===== config.mk =====
export PLATFORM = sky130hd
export DESIGN_NAME = ast_width_upsizer
export DESIGN_NICKNAME = d
export VERILOG_FILES = /design/src/rtl/ast_width_upsizer_pkg.sv /design/src/rtl/ast_width_upsizer_out_reg.sv /design/src/rtl/ast_width_upsizer.sv
export SDC_FILE = /design/constraint.sdc
export NUM_CORES = 1
export LEC_CHECK = 0
export BUFFER_PORTS_ARGS = -buffer_cell sky130_fd_sc_hd__clkbuf_2
export CAP_MARGIN = 0
export CORE_UTILIZATION = 53
export CTS_CLUSTER_SIZE = 24
export DETAILED_ROUTE_END_ITERATION = 7
export GPL_TIMING_DRIVEN = 0
export PLACE_DENSITY = 0.79
export SETUP_SLACK_MARGIN = 0.05
export SLEW_MARGIN = 20
export SYNTH_ARGS = -nofsm -noshare
export SYNTH_HDL_FRONTEND = slang
export SYNTH_SLANG_ARGS = --single-unit

===== constraint.sdc =====
create_clock -name clk_i -period 2.4 [get_ports clk_i]
set_input_delay 0.24 -clock clk_i [delete_from_list [all_inputs] [get_ports clk_i]]
set_output_delay 0.24 -clock clk_i [all_outputs]
set_load 0.005 [all_outputs]

===== src/rtl/ast_width_upsizer_pkg.sv =====
// rtl/ast_width_upsizer_pkg.sv - shared types and helpers for the Avalon-ST width upsizer
// Purpose: FSM state encoding and a width helper used by the upsizer and its output register.
// Ports: none (package).
package ast_width_upsizer_pkg;

  typedef enum logic [1:0] {
    IDLE = 2'd0,  // no open packet
    PKT  = 2'd1,  // packet open, accumulator may hold words
    HOLD = 2'd2   // a single-word sop/eop beat waits behind a flushed beat
  } state_e;

  // Width needed to count 0..value-1, never less than one bit.
  function automatic int clog2_min1(input int value);
    return (value > 2) ? $clog2(value) : 1;
  endfunction

endpackage


===== src/rtl/ast_width_upsizer_out_reg.sv =====
// rtl/ast_width_upsizer_out_reg.sv - output beat holding register with load/stall control
// Purpose: holds one output beat; loads on load_i, clears valid on downstream accept.
// Ports: clk_i/rst_ni clock and async active-low reset; load_i plus *_i beat fields in;
//        ready_i downstream accept; valid_o plus *_o registered beat fields out.
module ast_width_upsizer_out_reg #(
  parameter int DATA_W    = 128,
  parameter int EMPTY_W   = 4,
  parameter int CHANNEL_W = 10
) (
  input  logic                 clk_i,
  input  logic                 rst_ni,
  input  logic                 load_i,
  input  logic                 ready_i,
  input  logic [DATA_W-1:0]    data_i,
  input  logic                 sop_i,
  input  logic                 eop_i,
  input  logic [EMPTY_W-1:0]   empty_i,
  input  logic [CHANNEL_W-1:0] channel_i,
  output logic                 valid_o,
  output logic [DATA_W-1:0]    data_o,
  output logic                 sop_o,
  output logic                 eop_o,
  output logic [EMPTY_W-1:0]   empty_o,
  output logic [CHANNEL_W-1:0] channel_o
);

  logic                 valid_q, valid_d;
  logic [DATA_W-1:0]    data_q, data_d;
  logic                 sop_q, sop_d;
  logic                 eop_q, eop_d;
  logic [EMPTY_W-1:0]   empty_q, empty_d;
  logic [CHANNEL_W-1:0] channel_q, channel_d;

  // The upstream only asserts load_i when the register is free, so a load
  // never overwrites a beat the downstream has not taken yet.
  always_comb begin
    valid_d   = valid_q;
    data_d    = data_q;
    sop_d     = sop_q;
    eop_d     = eop_q;
    empty_d   = empty_q;
    channel_d = channel_q;
    if (load_i) begin
      valid_d   = 1'b1;
      data_d    = data_i;
      sop_d     = sop_i;
      eop_d     = eop_i;
      empty_d   = empty_i;
      channel_d = channel_i;
    end else if (ready_i) begin
      valid_d   = 1'b0;
    end
  end

  always_ff @(posedge clk_i or negedge rst_ni) begin
    if (!rst_ni) begin
      valid_q   <= 1'b0;
      data_q    <= '0;
      sop_q     <= 1'b0;
      eop_q     <= 1'b0;
      empty_q   <= '0;
      channel_q <= '0;
    end else begin
      valid_q   <= valid_d;
      data_q    <= data_d;
      sop_q     <= sop_d;
      eop_q     <= eop_d;
      empty_q   <= empty_d;
      channel_q <= channel_d;
    end
  end

  assign valid_o   = valid_q;
  assign data_o    = data_q;
  assign sop_o     = sop_q;
  assign eop_o     = eop_q;
  assign empty_o   = empty_q;
  assign channel_o = channel_q;

endmodule


===== src/rtl/ast_width_upsizer.sv =====
// rtl/ast_width_upsizer.sv - Avalon-ST packet width upsizer, RATIO input words per output beat
// Purpose: packs DATA_OUT_W/DATA_IN_W words (first word most significant) into one beat,
//          carrying sop/eop/empty/channel, recovering from missing sop or missing eop.
// Ports: clk_i, rst_ni (async active-low); ast_*_i input stream with ast_ready_o;
//        ast_*_o output stream with ast_ready_i; err_o one-cycle framing error pulse.
module ast_width_upsizer
  import ast_width_upsizer_pkg::*;
#(
  parameter int DATA_IN_W   = 64,
  parameter int DATA_OUT_W  = 128,
  parameter int CHANNEL_W   = 10,
  parameter int EMPTY_IN_W  = clog2_min1(DATA_IN_W / 8),
  parameter int EMPTY_OUT_W = clog2_min1(DATA_OUT_W / 8)
) (
  input  logic                   clk_i,
  input  logic                   rst_ni,
  input  logic [DATA_IN_W-1:0]   ast_data_i,
  input  logic                   ast_startofpacket_i,
  input  logic                   ast_endofpacket_i,
  input  logic                   ast_valid_i,
  input  logic [EMPTY_IN_W-1:0]  ast_empty_i,
  input  logic [CHANNEL_W-1:0]   ast_channel_i,
  output logic                   ast_ready_o,
  output logic [DATA_OUT_W-1:0]  ast_data_o,
  output logic                   ast_startofpacket_o,
  output logic                   ast_endofpacket_o,
  output logic                   ast_valid_o,
  output logic [EMPTY_OUT_W-1:0] ast_empty_o,
  output logic [CHANNEL_W-1:0]   ast_channel_o,
  input  logic                   ast_ready_i,
  output logic                   err_o
);

  localparam int RATIO    = DATA_OUT_W / DATA_IN_W;
  localparam int IDX_W    = clog2_min1(RATIO);
  localparam int BYTES_IN = DATA_IN_W / 8;
  localparam int PAD_W    = DATA_OUT_W - DATA_IN_W;

  typedef logic [DATA_IN_W-1:0]   word_t;
  typedef logic [CHANNEL_W-1:0]   channel_t;
  typedef logic [EMPTY_IN_W-1:0]  empty_in_t;
  typedef logic [EMPTY_OUT_W-1:0] empty_out_t;

  if ((DATA_OUT_W % DATA_IN_W) != 0 || RATIO < 2 || (DATA_IN_W % 8) != 0) begin : g_bad_params
    $error("ast_width_upsizer: DATA_OUT_W must be an integer multiple >= 2 of DATA_IN_W (a multiple of 8)");
  end

  state_e            state_q, state_d;
  logic [IDX_W-1:0]  idx_q, idx_d;
  word_t             acc_q [RATIO-1];
  word_t             acc_d [RATIO-1];
  channel_t          ch_q, ch_d;
  logic              first_q, first_d;       // next beat of the open packet carries sop
  empty_in_t         hold_empty_q, hold_empty_d;
  logic              err_q, err_d;

  logic                  out_free, ready, in_fire, load;
  logic [DATA_OUT_W-1:0] acc_beat, in_beat, beat_data;
  logic                  beat_sop, beat_eop;
  empty_out_t            beat_empty;
  channel_t              beat_ch;

  assign out_free    = !ast_valid_o || ast_ready_i;
  assign ready       = out_free && (state_q != HOLD) && rst_ni;
  assign ast_ready_o = ready;
  assign in_fire     = ast_valid_i && ready;
  assign err_o       = err_q;

  // Unused bytes when the last valid word sits in lane last_lane.
  function automatic empty_out_t eop_empty(input int last_lane, input empty_in_t e);
    return empty_out_t'((RATIO - 1 - last_lane) * BYTES_IN) + empty_out_t'(e);
  endfunction

  // acc_beat: the words already collected in their lanes; in_beat: the incoming
  // word placed in lane idx_q. Lanes at or beyond idx_q stay zero in acc_beat.
  always_comb begin
    acc_beat = '0;
    for (int k = 0; k < RATIO - 1; k++) begin
      if (k < int'(idx_q)) begin
        acc_beat[DATA_OUT_W-1-k*DATA_IN_W -: DATA_IN_W] = acc_q[k];
      end
    end
    in_beat = {ast_data_i, {PAD_W{1'b0}}} >> (int'(idx_q) * DATA_IN_W);
  end

  always_comb begin
    state_d      = state_q;
    idx_d        = idx_q;
    acc_d        = acc_q;
    ch_d         = ch_q;
    first_d      = first_q;
    hold_empty_d = hold_empty_q;
    err_d        = 1'b0;
    load         = 1'b0;
    beat_data    = '0;
    beat_sop     = 1'b0;
    beat_eop     = 1'b0;
    beat_empty   = '0;
    beat_ch      = '0;

    unique case (state_q)
      IDLE: begin
        if (in_fire) begin
          if (!ast_startofpacket_i) begin
            err_d = 1'b1;
          end else if (ast_endofpacket_i) begin
            load       = 1'b1;
            beat_data  = {ast_data_i, {PAD_W{1'b0}}};
            beat_sop   = 1'b1;
            beat_eop   = 1'b1;
            beat_empty = eop_empty(0, ast_empty_i);
            beat_ch    = ast_channel_i;
          end else begin
            acc_d[0] = ast_data_i;
            idx_d    = IDX_W'(1);
            ch_d     = ast_channel_i;
            first_d  = 1'b1;
            state_d  = PKT;
          end
        end
      end

      PKT: begin
        if (in_fire && ast_startofpacket_i) begin
          // Missing eop: close what we have, then start over on this word.
          // With idx_q == 0 every earlier word already left in a full beat.
          err_d = 1'b1;
          if (idx_q != '0) begin
            load       = 1'b1;
            beat_data  = acc_beat;
            beat_sop   = first_q;
            beat_eop   = 1'b1;
            beat_empty = eop_empty(int'(idx_q) - 1, '0);
            beat_ch    = ch_q;
          end
          ch_d  = ast_channel_i;
          idx_d = '0;
          if (ast_endofpacket_i) begin
            if (idx_q != '0) begin
              // Output register is taken by the flush; park the word.
              acc_d[0]     = ast_data_i;
              hold_empty_d = ast_empty_i;
              state_d      = HOLD;
            end else begin
              load       = 1'b1;
              beat_data  = {ast_data_i, {PAD_W{1'b0}}};
              beat_sop   = 1'b1;
              beat_eop   = 1'b1;
              beat_empty = eop_empty(0, ast_empty_i);
              beat_ch    = ast_channel_i;
              state_d    = IDLE;
            end
          end else begin
            acc_d[0] = ast_data_i;
            idx_d    = IDX_W'(1);
            first_d  = 1'b1;
          end
        end else if (in_fire) begin
          if (idx_q == IDX_W'(RATIO - 1) || ast_endofpacket_i) begin
            load       = 1'b1;
            beat_data  = acc_beat | in_beat;
            beat_sop   = first_q;
            beat_eop   = ast_endofpacket_i;
            beat_empty = ast_endofpacket_i ? eop_empty(int'(idx_q), ast_empty_i) : '0;
            beat_ch    = ch_q;
            idx_d      = '0;
            first_d    = 1'b0;
            if (ast_endofpacket_i) begin
              state_d = IDLE;
            end
          end else begin
            for (int k = 0; k < RATIO - 1; k++) begin
              if (k == int'(idx_q)) begin
                acc_d[k] = ast_data_i;
              end
            end
            idx_d = idx_q + IDX_W'(1);
          end
        end
      end

      HOLD: begin
        if (out_free) begin
          load       = 1'b1;
          beat_data  = {acc_q[0], {PAD_W{1'b0}}};
          beat_sop   = 1'b1;
          beat_eop   = 1'b1;
          beat_empty = eop_empty(0, hold_empty_q);
          beat_ch    = ch_q;
          state_d    = IDLE;
        end
      end

      default: begin
        state_d = IDLE;
        idx_d   = '0;
      end
    endcase
  end

  always_ff @(posedge clk_i or negedge rst_ni) begin
    if (!rst_ni) begin
      state_q      <= IDLE;
      idx_q        <= '0;
      for (int k = 0; k < RATIO - 1; k++) begin
        acc_q[k] <= '0;
      end
      ch_q         <= '0;
      first_q      <= 1'b0;
      hold_empty_q <= '0;
      err_q        <= 1'b0;
    end else begin
      state_q      <= state_d;
      idx_q        <= idx_d;
      acc_q        <= acc_d;
      ch_q         <= ch_d;
      first_q      <= first_d;
      hold_empty_q <= hold_empty_d;
      err_q        <= err_d;
    end
  end

  ast_width_upsizer_out_reg #(
    .DATA_W    (DATA_OUT_W),
    .EMPTY_W   (EMPTY_OUT_W),
    .CHANNEL_W (CHANNEL_W)
  ) u_out_reg (
    .clk_i     (clk_i),
    .rst_ni    (rst_ni),
    .load_i    (load),
    .ready_i   (ast_ready_i),
    .data_i    (beat_data),
    .sop_i     (beat_sop),
    .eop_i     (beat_eop),
    .empty_i   (beat_empty),
    .channel_i (beat_ch),
    .valid_o   (ast_valid_o),
    .data_o    (ast_data_o),
    .sop_o     (ast_startofpacket_o),
    .eop_o     (ast_endofpacket_o),
    .empty_o   (ast_empty_o),
    .channel_o (ast_channel_o)
  );

endmodule


Word-level counts from Yosys, hierarchy flattened. Index checks and enable logic that the tools add are counted.

Output and inout port bits: 147. Register bits: 227.

Add/subtract/negate cells: 7. Equal/unequal tests: 15. Muxes and demuxes: 104. Shifts and indexed selects: 1. Bitwise operators: 2. $lt $le $gt $ge: 1. Reduce and logical (&&, ||, !) cells: 16.

Operator list (number): $mux W128 (10); $mux W64 (10); $pmux W128 S3 (1); $mux W10 (14); $or A128 B128 Y128 (1); $pmux W64 S2 (1); $shr A128 B7 Y128 (1); $mux W4 (11); $mux W1 (37); $pmux W10 S3 (1); $mux W2 (10); $pmux W10 S2 (1); $reduce_and A8 Y1 (2); $ne A3 B3 Y1 const B (5); $reduce_and A5 Y1 (3); $ne A2 B2 Y1 const B (6); $pmux W1 S3 (4); $pmux W4 S3 (1); $add A4 B3 Y4 const A (2); $ne A4 B4 Y1 const B (2); $pmux W2 S3 (1); $add A4 B3 Y4 (1); $logic_and A1 B1 Y1 (4); $pmux W1 S2 (2); 12 further kinds (15).

Depth between registers and ports, before layout. Gate-level depths: netlist of run 1.

Word-level depth: 9. Mapped depth: 7. Gate-level depth less buffers: 4.

By module. From an unflattened synthesis of run 1, not the netlist that was laid out.

Cells, all modules: 691. Area, all modules: 10174.8 um2.

Modules (own cells, without submodules): ast_width_upsizer_out_reg (sequential area each 3628.5 um2, cells each 307, area an instance 5569.1 um2, times used 1); ast_width_upsizer (sequential area each 2052.0 um2, cells each 384, area an instance 4605.7 um2, times used 1).

Least setup slack after synthesis of run 1. Ideal clock, no wire load.

Path kind: register to register. From: reg u_out_reg.valid_q, in the netlist u_out_reg.valid_o. To: reg acc_q[12] in the netlist's numbering. Cell stages (with the launch flop): 7. Path slack: 0.432 ns. Buffers on the path: 2. Clock period less this slack: 1.968 ns. Data arrival time: 1.843 ns. Setup time: 0.125 ns. Cells stage by stage: dfrtp_1 > nor2b_1 > or3_1 > buf_2 > nor2_4 > buf_2 > mux2_2.

Longest elaborated chain between the ends: 8.

RTL lines: start: declaration (RTL line ast_width_upsizer_out_reg.sv:27) `logic valid_q, valid_d;`; start signal: assignment (RTL line ast_width_upsizer_out_reg.sv:64) `valid_q <= valid_d;`; $logic_not A1 Y1 * (RTL line ast_width_upsizer.sv:63) `assign out_free = !ast_valid_o || ast_ready_i;`; $logic_or A1 B1 Y1 * (RTL line ast_width_upsizer.sv:63); $logic_and A1 B1 Y1 * (2 in a row) (RTL line ast_width_upsizer.sv:64) `assign ready = out_free && (state_q != HOLD) && rst_ni;`; $logic_and A1 B1 Y1 * (RTL line ast_width_upsizer.sv:66) `assign in_fire = ast_valid_i && ready;`; $logic_and A1 B1 Y1 (RTL line ast_width_upsizer.sv:124) `if (in_fire && ast_startofpacket_i) begin`; $ne A4 B4 Y1 (no source line), or another cell as far along; $reduce_and A8 Y1 (no source line) / $pmux W64 S2 (equally long branches); end signal: indexed assignment (RTL line ast_width_upsizer.sv:206) `acc_q[k] <= '0;`; end signal: assignment (RTL line ast_width_upsizer.sv:215) `acc_q <= acc_d;`; end: declaration (RTL line ast_width_upsizer.sv:50) `word_t acc_q [RATIO-1];`.

Mark *: on every way between the ends. The rest lies on a longest branch, timed or not. A chain may end at the register's enable or synchronous reset.

Worst setup path after layout of run 1.
From: reg u_out_reg.valid_q, in the netlist u_out_reg.valid_o. To: reg u_out_reg.channel_q[4], in the netlist u_out_reg.channel_o[4].

Longest elaborated chain between the ends: 8.

RTL lines: $logic_not A1 Y1 * (RTL line ast_width_upsizer.sv:63); $logic_or A1 B1 Y1 * (RTL line ast_width_upsizer.sv:63); $logic_and A1 B1 Y1 (2 in a row) (RTL line ast_width_upsizer.sv:64); $logic_and A1 B1 Y1 (RTL line ast_width_upsizer.sv:66); $mux W10, or another cell as far along (RTL line ast_width_upsizer.sv:158) `end else if (in_fire) begin`; $mux W10 / $mux W1 (equally long branches) (RTL line ast_width_upsizer.sv:124); $pmux W10 S3 / $pmux W1 S3 (equally long branches) (RTL line ast_width_upsizer.sv:101) `unique case (state_q)`; end signal: assignment (RTL line ast_width_upsizer_out_reg.sv:69) `channel_q <= channel_d;`; end: declaration (RTL line ast_width_upsizer_out_reg.sv:32) `logic [CHANNEL_W-1:0] channel_q, channel_d;`.

Marked as above.

==> results of run 1 <==
==> cells in the mapped netlist, drive strengths merged <==
library cell	count	area, um^2
a2111oi	1	27.53
a21bo	1	10.01
a21o	1	7.510
a21oi	12	60.06
a221o	67	670.6
a221oi	1	8.760
a22o	64	560.5
a22oi	7	52.55
a2bb2oi	1	8.760
a31oi	13	81.33
and2	7	43.79
and3	6	37.54
buf	46	237.7
clkbuf	17	63.81
dfrtp	227	5680
inv	4	15.01
mux2	77	867.1
mux2i	1	10.01
nand2	7	26.28
nand2b	14	87.58
nand3b	8	60.06
nand4	3	18.77
nor2	9	41.29
nor2b	2	12.51
nor3	14	86.34
nor3b	64	480.5
nor4	6	43.79
o211ai	1	7.510
o21a	1	7.510
o21ai	11	58.80
o21bai	1	7.510
o22ai	2	12.51
o31ai	3	22.52
or2	1	6.260
or3	1	6.260
xor2	1	8.760
==> state kept, by name (all words and copies together), names as in the netlist <==
register	count
ch_q	10
first_q	1
err_o	1
acc_q	64
u_out_reg.channel_o	10
u_out_reg.sop_o	1
u_out_reg.data_o	128
u_out_reg.eop_o	1
u_out_reg.valid_o	1
hold_empty_q	3
state_q	2
idx_q	1
u_out_reg.empty_o	4
==> power groups by stage <==
stage          clock network, mW  registers (mW)  logic [mW]
2_1_floorplan                  0            6.15        2.16
3_3_place_gp                   0            6.16        3.79
3_5_place_dp                   0            6.22        3.92
4_1_cts                     4.21            6.19        4.03
5_1_grt                     4.36            6.40        4.42
6_report                    4.14            6.22        4.05
==> cell type report <==
class,instances,area [um^2],area share (%)
flip-flops and latches,227,5680,45.28
clock buffers,31,678.2,5.405
multi-input cells,408,3486,27.78
plain buffers,63,324.1,2.583
clock inverters,12,214.0,1.705
well taps,225,281.5,2.244
repair buffers,294,1867,14.88
inverters,4,15.01,0.1197
==> kinds of logic (layout without fill, tap and decap cells) <==
family	count (synthesis)	after routing
AND/OR/NAND/NOR	142	142
XOR/XNOR	1	1
AO/OA/AOI/OAI	187	187
flip-flops	227	227
multiplexers	78	78
buffers and inverters	67	404
==> critical path, cell delays in order (launching register included) <==
cell and delay [ns]:
dfrtp_1 0.42, nor2b_4 0.17, buf_2 0.20, nor2_4 0.32, buf_2 0.34, buf_2 0.34, a22oi_1 0.14, a31oi_1 0.21
==> per-layer routing <==
layer,routed length [um],vias up,global-route usage (%)
li1,-,3343,-
met1,10650,3835,37.25
met2,12940,288,48.52
met3,1595,63,5.612
met4,792,0,9.988
met5,0,-,0
==> path summary, 6_finish.rpt <==
check | from | to | slack [ns] | cells after the start
min | rst_ni | u_out_reg.channel_o[4] | -0.32 | 1
max | u_out_reg.valid_o | u_out_reg.channel_o[4] | 0.17 | 7
min in group clk_i | ast_data_i[6] | u_out_reg.data_o[6] | 0.01 | 2
min reg2reg | acc_q[4] | acc_q[4] | 0.49 | 1
max in group asynchronous | rst_ni | acc_q[37] | 2.01 | 2
max reg2reg | u_out_reg.valid_o | u_out_reg.channel_o[4] | 0.17 | 7
==> per-stage QoR <==
step | setup TNS (ns) | setup slack, ns | utilization, % | total power [mW] | std cells
global placement | -1731.72 | -4.425 | 62.54 | 9.943 | 1154
finish | 0 | 0.1696 | 72.28 | 14.41 | 1264
global route | 0 | 0.05050 | 72.28 | 15.19 | 1264
detailed placement | -80.44 | -0.6361 | 62.95 | 10.14 | 1156
CTS | 0 | 0.05684 | 71.86 | 14.42 | 1262
floorplan | 0 | 0.4323 | - | 8.308 | 702
==> what timing repair did <==
action,CTS,global route
buffers inserted,1,2
pin swaps,1,2
gates cloned,0,0
gates resized for setup,7,18
endpoints found under the hold margin,202,83
setup endpoints to repair,147,199
==> flow_metrics.env, run 1 <==
export IMPL_outcome="complete, but fails checks"
export IMPL_violations="hold timing"
export IMPL_netlist_instances=702
export IMPL_hpwl_mm=16.83
export IMPL_power_density_nw_per_um2=1149
export IMPL_h_tree_depth=1
export IMPL_syn_to_final_growth_pct=32.93
export IMPL_hold_viol_final=83
export IMPL_avgSynthCellArea_um2=13.44
export IMPL_grt_pass1_wl_mm=41.09
export IMPL_finClkSkew_ns=0.007347
export IMPL_start_util_pct=54.38
export IMPL_post_drt_wl_per_cell_um=20.55
export IMPL_mostFrequentLayoutCells="230 x clkbuf_2, 227 x dfrtp_1, 73 x mux2_2"
export IMPL_switching_share_pct=28.74
export IMPL_die_width_um=135.4
export IMPL_rsz0062_at_grt="no"
export IMPL_startpoint_type="flip-flop"
export IMPL_synth_compound_area_share_pct=17.00
export IMPL_cts_clk_slew_worst_paths_ns=0.06
export IMPL_io_buffers=227
export IMPL_critPathKind="reg2reg"
export IMPL_worstPathRequired_ns=2.83
export IMPL_p_int_mw=10.27
export IMPL_fmax_mhz=448.4
export IMPL_critPathCaptureType="flip-flop"
export IMPL_synth_cell_types=45
export IMPL_cellLeakagePower_nw=5.995
export IMPL_min_period_over_period_pct=92.93
export IMPL_diodes=0
export IMPL_clock_latency_ns=0.51
export IMPL_ant_nets=0
export IMPL_core_um2=17360
export IMPL_power_switching_mw=4.143
export IMPL_ys_seq_area_share_pct=60.19
export IMPL_min_period_ns=2.230
export IMPL_drive_gt1_share_pct=39.17
export IMPL_min_path_type="in2async"
export IMPL_worstMarginPinSlew_ns=0.8871
export IMPL_final_area_um2=12550
export IMPL_synth_top_family_by_area="compound AO/OA/AOI/OAI gates"
export IMPL_netlist_area_um2=9438
export IMPL_dr_first_iter_drc_count=538
export IMPL_root_buffer="clkbuf_16"
export IMPL_rows=48
export IMPL_vdd_drop_max_uv=932.5
export IMPL_vias=7529
export IMPL_setup_violations=0
export IMPL_synthMuxAreaShare_pct=9.293
export IMPL_die_y_um=135.4
export IMPL_fillers=1185
export IMPL_drc=0
export IMPL_synth_simple_area_share_pct=10.08
export IMPL_cts_sinks=227
export IMPL_routabilityCongestion=0.8953
export IMPL_placed_area_um2=10930
export IMPL_combPwrFrac_pct=28.1
export IMPL_numCtsBuffers=24
export IMPL_antenna_found_initial=0
export IMPL_final_nets=1105
export IMPL_ctsHoldBuffers=62
export IMPL_routed_wirelength_mm=25.98
export IMPL_fp_dieArea_um2=18350
export IMPL_synth_xor_area_share_pct=0.09280
export IMPL_viasPerCell=5.956
export IMPL_pwr_share_clk_pct=28.7
export IMPL_synthAdderAreaFrac_pct=0
export IMPL_synth_fp_nets=785
export IMPL_drv_slew=0
export IMPL_seqPwrFrac_pct=43.2
export IMPL_slew_limit_headroom_pct=40.32
export IMPL_hold_ws_ns=-0.3187
export IMPL_crit_fanout=10
export IMPL_crit_arrival_ns=2.66
export IMPL_grt_max_degree=88
export IMPL_overflow=0
export IMPL_grt_usage_pct=28.82
export IMPL_final_common_cell="clkbuf_2"
export IMPL_yosys_register_bits=227
export IMPL_grt_pass1_vias=7667
export IMPL_dr_pass1_iters=5
export IMPL_maxCapViolations=0
export IMPL_synth_warnings=0
export IMPL_io_pins=230
export IMPL_cts_tree="done"
export IMPL_cts_path_max_buffers=3
Note: power is estimated with default switching activity, not from simulation.
==> inputs of run 2 (changes only) <==
Settings changed: CTS_CLUSTER_DIAMETER set to 30, HOLD_SLACK_MARGIN set to 0.03, PLACE_DENSITY 0.79 to 0.84.
==> run 2 against run 1 <==
The run now ends clean. Sequential share of layout area down 3.6 points. Non-clock buffer count up 32. Clock skew up 0.0099 ns. Setup slack worse by 0.028 ns. Critical path depth unchanged. Largest cell class unchanged.
==> flow_metrics.env, run 2 (synthesis results as in run 1) <==
export IMPL_drive_gt1_share_pct=41.10
export IMPL_io_buffers=227
export IMPL_whs_path_depth=2
export IMPL_r2r_slack_ns=0.14
export IMPL_reg2reg_to="u_out_reg.data_o[95]"
export IMPL_ant_nets=0
export IMPL_routed_wirelength_mm=30.57
export IMPL_critPathCaptureType="flip-flop"
export IMPL_r2r_start="state_q[1]"
export IMPL_final_common_cell="clkbuf_2"
export IMPL_finalSetupTns_ns=0
export IMPL_hold_end="acc_q[4]"
export IMPL_utilization_pct=78.62
export IMPL_vias=8219
export IMPL_final_area_um2=13650
export IMPL_worstPathRequired_ns=2.78
export IMPL_die_width_um=135.4
export IMPL_core_um2=17360
export IMPL_slew_limit_headroom_pct=37.84
export IMPL_routabilityCongestion=0.9063
export IMPL_h_tree_depth=2
export IMPL_dr_first_iter_drc_count=541
export IMPL_cts_path_max_buffers=3
export IMPL_syn_to_final_growth_pct=44.58
export IMPL_fillers=1028
export IMPL_drv_slew=0
export IMPL_placed_area_um2=10950
export IMPL_power_density_nw_per_um2=1240
export IMPL_min_period_ns=2.258
export IMPL_worstMarginPinSlew_ns=0.9239
export IMPL_die_y_um=135.4
export IMPL_io_pins=230
export IMPL_min_period_over_period_pct=94.09
export IMPL_outcome="finished, final reports clean"
export IMPL_cellLeakagePower_nw=6.520
export IMPL_cts_sinks=227
export IMPL_hold_ws_ns=0.06298
export IMPL_root_buffer="clkbuf_16"
export IMPL_overflow=0
export IMPL_hold_start="ast_data_i[4]"
export IMPL_drc=0
export IMPL_finClkSkew_ns=0.01728
export IMPL_grt_pass1_vias=8397
export IMPL_hold_viol_final=0
export IMPL_viasPerCell=6.170
export IMPL_post_drt_wl_per_cell_um=22.95
export IMPL_numCtsBuffers=43
export IMPL_fp_dieArea_um2=18350
export IMPL_grt_pass1_wl_mm=46.40
export IMPL_grt_max_degree=64
export IMPL_start_util_pct=54.38
export IMPL_largest_register_ff_count=128
export IMPL_setup_violations=0
export IMPL_hpwl_mm=17.50
export IMPL_maxCapViolations=0
export IMPL_min_path_type="in2reg"
export IMPL_finalPower_mw=16.93
export IMPL_rows=48
export IMPL_critPathKind="reg2reg"
export IMPL_final_nets=1156
export IMPL_clock_latency_ns=0.51
export IMPL_diodes=0
export IMPL_mostFrequentLayoutCells="231 x clkbuf_2, 227 x dfrtp_1, 80 x dlygate4sd3_1"
export IMPL_dr_pass1_iters=5
export IMPL_fmax_mhz=442.8
export IMPL_grt_usage_pct=33.37
export IMPL_r2r_worst_path_cells=7
export IMPL_crit_fanout=10
export IMPL_cts_clk_slew_worst_paths_ns=0.05
export IMPL_startpoint_type="flip-flop"
export IMPL_vdd_drop_max_uv=774.1
export IMPL_regArea_um2=5680
export IMPL_antenna_found_initial=0
export IMPL_crit_arrival_ns=2.64
export IMPL_cts_tree="done"
export IMPL_rsz0062_at_grt="no"
export IMPL_multiInputGateArea_um2=3473
## run 2: cell count changes in the layout (fill, tap and decap cells not counted), sizes merged
| cell | delta |
|---|---|
| clkbuf | +21 |
| dlygate4sd3 | +18 |
| buf | +14 |
| clkinvlp | +6 |
| clkinv | +4 |
| bufbuf | +3 |
| bufinv | +1 |
| inv | +1 |
## run 2: cell type report
class                      instances  area share [%]
sequential                       227           41.63
inverter                           4          0.1100
tap                              225           2.063
timing repair buffer             326           17.11
clock buffer                      55           8.894
multi-input combinational        408           25.45
clock inverter                    24           2.412
buffer                            63           2.329
## run 2: what timing repair did
| item | in CTS | in global routing |
|---|---|---|
| gates resized for setup | 12 | 6 |
| endpoints found under the hold margin | 286 | 0 |
| pin swaps | 1 | 2 |
| hold buffers | 86 | 0 |
| endpoints found under the setup margin | 217 | 160 |
| buffers inserted | 3 | 4 |
| cloned | 3 | 0 |
## run 2: where the power goes
group / leakage [nW] / switching (mW) / internal, mW
clock network: 0.741 / 2.03 / 4.33
logic: 2.94 / 1.87 / 2.36
registers: 2.84 / 0.983 / 5.35
## run 2: worst max path at each step
stage,from,endpoint,cells after the start
final,state_q[1],u_out_reg.data_o[95],7
after CTS,u_out_reg.valid_o,acc_q[31],6
after floorplan,u_out_reg.valid_o,acc_q[12],6
after global placement,rst_ni,u_out_reg.data_o[44],8
after detailed placement,rst_ni,u_out_reg.data_o[44],10
after global routing,u_out_reg.valid_o,u_out_reg.data_o[123],6
## run 2: critical path, cell delays in order (launching register included)
cell and delay [ns]:
dfrtp_1 0.41, buf_2 0.25, nand2b_1 0.14, nor2_4 0.24, buf_4 0.20, clkbuf_1 0.44
nor3b_1 0.15, a221o_1 0.31
## run 2: per-stage QoR
step           worst slack [ns]  instances
6_report                 0.1418       1332
5_1_grt                 0.06435       1332
4_1_cts                  0.1020       1328
3_5_place_dp             -1.083       1157
3_3_place_gp             -4.358       1154
2_1_floorplan            0.4323        702
## run 2: metal layers
layer / up-vias / wire length (um) / global-route usage (%)
met5: - / 0 / 0
met4: 0 / 911 / 12.36
met3: 82 / 2352 / 7.557
met2: 458 / 15150 / 55.16
met1: 4212 / 12160 / 43.05
li1: 3467 / - / -
